===== src/rtl/mul_share_ctrl.sv =====
// Shared 8x8 shift-add multiplier with two-requester round-robin arbitration.
// One req/gnt/vld handshake per operation; result returned on a registered shared bus.
module mul_share_ctrl #(
  parameter int unsigned WIDTH = 8
) (
  input  logic               clk,
  input  logic               rst,
  input  logic               req0,
  input  logic [WIDTH-1:0]   a0,
  input  logic [WIDTH-1:0]   b0,
  input  logic               req1,
  input  logic [WIDTH-1:0]   a1,
  input  logic [WIDTH-1:0]   b1,
  output logic               gnt0,
  output logic               gnt1,
  output logic               vld0,
  output logic               vld1,
  output logic [2*WIDTH-1:0] prod,
  output logic               busy
);

  localparam int unsigned CW = (WIDTH > 1) ? $clog2(WIDTH) : 1;

  typedef enum logic [1:0] {IDLE, RUN, DONE} state_t;

  state_t             state, state_n;
  logic [WIDTH-1:0]   mcand, mcand_n;
  logic [WIDTH-1:0]   mplier, mplier_n;
  logic [2*WIDTH-1:0] acc, acc_n;
  logic [2*WIDTH-1:0] prod_n;
  logic [CW-1:0]      cnt, cnt_n;
  logic               owner, owner_n;
  logic               last, last_n;
  logic               gnt0_n, gnt1_n, vld0_n, vld1_n;
  logic [WIDTH:0]     sum;
  logic               pick1;

  assign busy = (state != IDLE);

  always_comb begin
    state_n  = state;
    mcand_n  = mcand;
    mplier_n = mplier;
    acc_n    = acc;
    prod_n   = prod;
    cnt_n    = cnt;
    owner_n  = owner;
    last_n   = last;
    gnt0_n   = 1'b0;
    gnt1_n   = 1'b0;
    vld0_n   = 1'b0;
    vld1_n   = 1'b0;
    // Upper half plus carry; the carry becomes the new MSB after the shift.
    sum      = {1'b0, acc[2*WIDTH-1:WIDTH]} + (mplier[0] ? {1'b0, mcand} : '0);
    // Requester 1 wins if alone, or on a tie when requester 0 was served last.
    pick1    = req1 && (!req0 || (last == 1'b0));

    case (state)
      IDLE: begin
        if (req0 || req1) begin
          mcand_n  = pick1 ? a1 : a0;
          mplier_n = pick1 ? b1 : b0;
          acc_n    = '0;
          cnt_n    = '0;
          owner_n  = pick1;
          last_n   = pick1;
          gnt0_n   = !pick1;
          gnt1_n   = pick1;
          state_n  = RUN;
        end
      end
      RUN: begin
        acc_n    = {sum, acc[WIDTH-1:1]};
        mplier_n = mplier >> 1;
        cnt_n    = cnt + CW'(1);
        if (cnt == CW'(WIDTH - 1)) begin
          prod_n  = {sum, acc[WIDTH-1:1]};
          vld0_n  = !owner;
          vld1_n  = owner;
          state_n = DONE;
        end
      end
      DONE: begin
        state_n = IDLE;
      end
      default: begin
        state_n = IDLE;
      end
    endcase
  end

  always_ff @(posedge clk) begin
    if (rst) begin
      state  <= IDLE;
      mcand  <= '0;
      mplier <= '0;
      acc    <= '0;
      prod   <= '0;
      cnt    <= '0;
      owner  <= 1'b0;
      last   <= 1'b1;
      gnt0   <= 1'b0;
      gnt1   <= 1'b0;
      vld0   <= 1'b0;
      vld1   <= 1'b0;
    end else begin
      state  <= state_n;
      mcand  <= mcand_n;
      mplier <= mplier_n;
      acc    <= acc_n;
      prod   <= prod_n;
      cnt    <= cnt_n;
      owner  <= owner_n;
      last   <= last_n;
      gnt0   <= gnt0_n;
      gnt1   <= gnt1_n;
      vld0   <= vld0_n;
      vld1   <= vld1_n;
    end
  end

endmodule

===== config.mk =====
export PLATFORM = sky130hd
export DESIGN_NAME = mul_share_ctrl
export DESIGN_NICKNAME = d
export VERILOG_FILES = /design/src/rtl/mul_share_ctrl.sv
export SDC_FILE = /design/constraint.sdc
export NUM_CORES = 1
export LEC_CHECK = 0
export CAP_MARGIN = 15
export CORE_MARGIN = 2
export CORE_UTILIZATION = 45
export CTS_CLUSTER_DIAMETER = 80
export CTS_CLUSTER_SIZE = 8
export DETAILED_ROUTE_END_ITERATION = 6
export HOLD_SLACK_MARGIN = 0.06
export PLACE_DENSITY_LB_ADDON = 0.25
export REMOVE_ABC_BUFFERS = 1
export SYNTH_ARGS = -nofsm -noshare
export SYNTH_HDL_FRONTEND = slang
export SYNTH_SLANG_ARGS = --single-unit

===== constraint.sdc =====
create_clock -name clk -period 4.8 [get_ports clk]
set_input_delay 0.96 -clock clk [delete_from_list [all_inputs] [get_ports clk]]
set_output_delay 0.96 -clock clk [all_outputs]
set_load 0.05 [all_outputs]

# After elaboration in Yosys (flattened, before gate mapping)
# Index checks and enable logic that the tools add are counted.
[op_classes]
n_mux = 12
n_reduce_logical = 15
addsub = 2
bitwise = 5
n_eq_ne = 4
[ops]
columns = ["op", "n"]
rows = [
  ["two-way mux 8 bit", 4],
  ["case mux 16 bit (2 select lines)", 1],
  ["two-way mux 16 bit", 1],
  ["case mux 8 bit (2 select lines)", 1],
  ["adder 8 x 8 -> 9 bit", 1],
  ["AND reduction 2 bit", 4],
  ["case mux 3 bit (2 select lines)", 1],
  ["OR reduction 3 bit", 2],
  ["inverter 1 bit", 5],
  ["two-way mux 2 bit", 2],
  ["inequality test 2 bit (second input constant)", 2],
  ["case mux 2 bit (2 select lines)", 1],
  ["nonzero test 2 bit", 2],
  ["adder 3 x 1 -> 3 bit (second input constant)", 1],
  ["== test 3 bit (second input constant)", 1],
  ["zero test 1 bit", 3],
  ["two-way mux 3 bit", 1],
  ["== test 2 x 1 -> 1 bit (second input constant)", 1],
  ["zero test 2 bit", 1],
  ["logical OR 1 bit", 2],
  ["logical AND 1 bit", 1],
]
[totals]
elab_cells = 50
out_inout_bits = 21
inputBits = 36
register_bits = 59

# Logic depth before layout (Yosys ltp)
[depth]
ltp_word = 6
mapped_depth = 8
ltp_nobuf = 8

# Worst setup path after synthesis
# Ideal clock, no wire load.
[synth_path]
path_kind = "register to register"
from = "reg mplier[0]"
to = "reg acc[13]"
stages_incl_launch_ff = 9
required_time_ps = 4670
setup_ps = 130
synth_period_minus_slack_ps = 1913
arrival_time_ps = 1783
path_slack_ps = 2887
cell_sequence = "dfxtp_1 > and2_1 > ha_1 > fa_1 > a21oi_1 > o21ai_0 > a21oi_1 > xor2_1 > o31ai_1"
[synth_between]
elab_chain_cells = 3
[synth_rtl]
columns = ["element", "line", "text"]
rows = [
  ["from (decl)", "28", "logic [WIDTH-1:0] mplier, mplier_n;"],
  ["from (signal assigned)", "109", "mplier <= mplier_n;"],
  ["two-way mux 8 bit", "54", "sum = {1'b0, acc[2*WIDTH-1:WIDTH]} + (mplier[0] ? {1'b0, mcand} : '0);"],
  ["adder 8 x 8 -> 9 bit", "54", ""],
  ["case mux 16 bit (2 select lines)", "58", "case (state)"],
  ["to (signal assigned)", "110", "acc <= acc_n;"],
  ["to (decl)", "29", "logic [2*WIDTH-1:0] acc, acc_n;"],
]
# No other way between the ends.
# A chain may end at the register's enable or synchronous reset.

# Final worst setup path
[layout_path]
from = "reg state[1]"
to = "out busy"
[layout_between]
elab_chain_cells = 1
[layout_rtl]
columns = ["element", "line", "text"]
rows = [
  ["from (decl)", "26", "state_t state, state_n;"],
  ["from (signal assigned)", "107", "state <= state_n;"],
  ["nonzero test 2 bit", "38", "assign busy = (state != IDLE);"],
  ["to (decl)", "19", "output logic busy"],
]
# No other way between the ends.

==> results_dict.tcl <==
set metrics [dict create \
    antenna_found_initial 0 \
    die-area_sq_um 6370 \
    initial_core_util_pct 46.7 \
    startpoint_type "flop" \
    worstPathCellList "nor2_4, inv_1, clkdlybuf4s50_1" \
    skew_ns 0.00727 \
    p_leak_nw 1.23 \
    yosys_warnings 0 \
    finalCritPeriodShare_pct 54.4 \
    netlist.area_leader.share_pct 44.9 \
    nNetsFinal 386 \
    crit_slowest_cell "clkdlybuf4s50_1" \
    syn2layout_area_growth_pct 27.3 \
    clkLatencyLatePin_ns 0.33 \
    cts_tree "yes" \
    root_buffer "clkbuf_8" \
    synth_area_per_cell_sq_um 8.91 \
    h-tree-depth 3 \
    crit_buf_inv 2 \
    critPathRequiredTime_ns 3.84 \
    num_vias 2244 \
    critical_path_class "flop to output pin" \
    cts.clk_slew.worst_paths_ns 0.07 \
    boundaryPins 57 \
    hpwl_mm 3.98 \
    die_h_um 79.8 \
    place.gp.congestion 0.781 \
    whs_ns 0.453 \
    rsz0062_at_grt "no" \
    fin_crit_ns 2.61 \
    cts_resized 0 \
    drc_errors 0 \
    wl_per_cell_um 13.6 \
    numCtsBuffers 9 \
    worstMarginPinSlew_ns 0.881 \
    status "finished clean" \
    cts_setup_buffers 0 \
    synth_seq_cells 58 \
    r2r_slack_ns 2.44 \
    end_kind "output pin" \
    cap_violations 0 \
    slew-limit-headroom_pct 41.1 \
    synthesis.area_sq_um 2580 \
    globalRouteTotalUtil_pct 19.7 \
    ctsHoldBuffers 0 \
    totalWireLength_mm 5.62 \
    ys_types 46 \
    clock.fmax_mhz 383 \
    hold_violations 0 \
    first_global_vias 2170 \
    overflow 0 \
    drive_above_1_share_pct 7.29 \
    first_pass_iters 4 \
    first_iter_violations 144 \
    finalMaxSlewViolations 0 \
    synthTopCellsByArea "dfxtp_1, a22oi_1, nor2_1, a21oi_1, ha_1" \
    crit_family "buffers and inverters" \
    cpPeakStageDelay_ns 0.79 \
    tns_ns 0 \
    grt_max_degree 56 \
    rows 27 \
    antenna_left 0 \
    synth-seq-area-share_pct 44.9 \
    synth_cells 290 \
    p_per_area_nw_per_um2 307 \
    cts_buffer_depth 2 \
    cp.arrival_ns 1.65 \
    hold_path_class "flop to flop" \
    n_antenna_cell 0 \
    cts_sinks 58 \
    setup-violations-final 0 \
    die_w_um 79.8 \
    io_buffers 56 \
    grt_pass1_wl_mm 9.74 \
    vdd_drop_max_mv 0.159 \
    synth_top_area_cell "dfxtp_1" \
    core_area_sq_um 5540 \
    vias_per_cell 5.41 \
    crit_fanout 7 \
]
==> logic make-up after synthesis <==
group | Yosys count | synth area share, %
adder cells (fa/ha/maj) | 11 | 5.61
buffers and inverters | 24 | 5.23
flip-flops | 58 | 44.9
AO/OA/AOI/OAI | 81 | 21.5
AND/OR/NAND/NOR | 112 | 21.3
XOR/XNOR | 4 | 1.36
==> tightest hold or removal path, cell delays in order, from the launching register on <==
cell and delay (ns):
dfxtp_1 0.31, nand2_1 0.05, a21oi_1 0.05
==> layer usage <==
layer  global-route usage [%]  vias to the layer above  share of wire, %
li1                         -                     1143                 -
met1                     24.7                     1027                48
met2                     31.9                       67                46
met3                     4.07                        7               5.2
met4                     10.3                        0               1.3
met5                        0                        -                 0
==> cells in the final DEF, fill, tap and decap left out, types with 3 or more instances in the layout <==
cell type | Yosys | layout
nand4_1 | 3 | 3
nor2_1 | 37 | 37
a21oi_1 | 27 | 27
a31oi_1 | 4 | 4
nor3_1 | 4 | 4
clkdlybuf4s50_1 | 0 | 55
dfxtp_1 | 58 | 58
clkinvlp_4 | 0 | 3
buf_4 | 2 | 3
a222oi_1 | 3 | 3
nand3_1 | 8 | 8
clkbuf_8 | 0 | 9
nor4b_1 | 5 | 5
a22oi_1 | 24 | 24
nand2_1 | 31 | 31
o221ai_1 | 6 | 6
and3_1 | 3 | 3
and2_1 | 9 | 9
nand2b_1 | 3 | 3
inv_1 | 3 | 3
ha_1 | 10 | 10
==> worst paths after layout <==
kind | startpoint | end | depth (start not counted)
max | state[1] | busy | 3
min | prod[5] | prod[5] | 2
max reg2reg | state[0] | mplier[7] | 6
min reg2reg | prod[5] | prod[5] | 2
==> layout make-up <==
type | instances | area [sq um]
clock buffers | 10 | 128
clock inverters | 5 | 32.5
fillers | 502 | 2250
inverters | 3 | 11.3
multi-input cells | 208 | 1290
flip-flops and latches | 58 | 1160
well taps | 72 | 90.1
repair buffers | 59 | 578
==> power breakdown <==
part | internal, W | switching, W | leakage [nW]
logic | 0.0000581 | 0.0000708 | 0.687
registers | 0.000501 | 0.0000126 | 0.472
clock network | 0.000182 | 0.000186 | 0.0742
total | 0.000741 | 0.000270 | 1.23
==> stage by stage <==
stage	cells	area, sq um	total power (W)	setup WS [ns]	utilization, %
after floorplan	269	2460	0.000588	2.44	-
after global placement	400	3130	0.000649	2.22	56.5
after detailed placement	400	3130	0.000652	2.11	56.5
after CTS	415	3290	0.00102	2.18	59.4
after global routing	415	3290	0.00106	2.12	59.4
final	415	3290	0.00101	2.19	59.4
==> registers in the layout (all words and copies together) (netlist names) <==
name    count
prod       16
acc        15
mcand       8
vld0        1
state       2
gnt1        1
owner       1
last        1
gnt0        1
mplier      8
vld1        1
cnt         3
==> Yosys cell counts (all sizes together) <==
library cell,instances
nor3,4
buf,16
dfxtp,58
a21oi,28
inv,3
nand3,8
and2,9
a311o,2
o21ai,4
o211ai,1
nand2,33
a222oi,3
nor4,1
o221ai,6
or3,2
nand2b,3
nor4b,6
nand4,3
o21a,2
a2111o,2
a211oi,1
nor2,38
and3,3
o21bai,1
a31oi,4
a311oi,1
nor2b,2
ha,10
o31ai,1
a22oi,24
fa,1
clkbuf,5
a21o,1
xnor2,2
xor2,2
No activity file was read; power rests on OpenSTA's default activity.
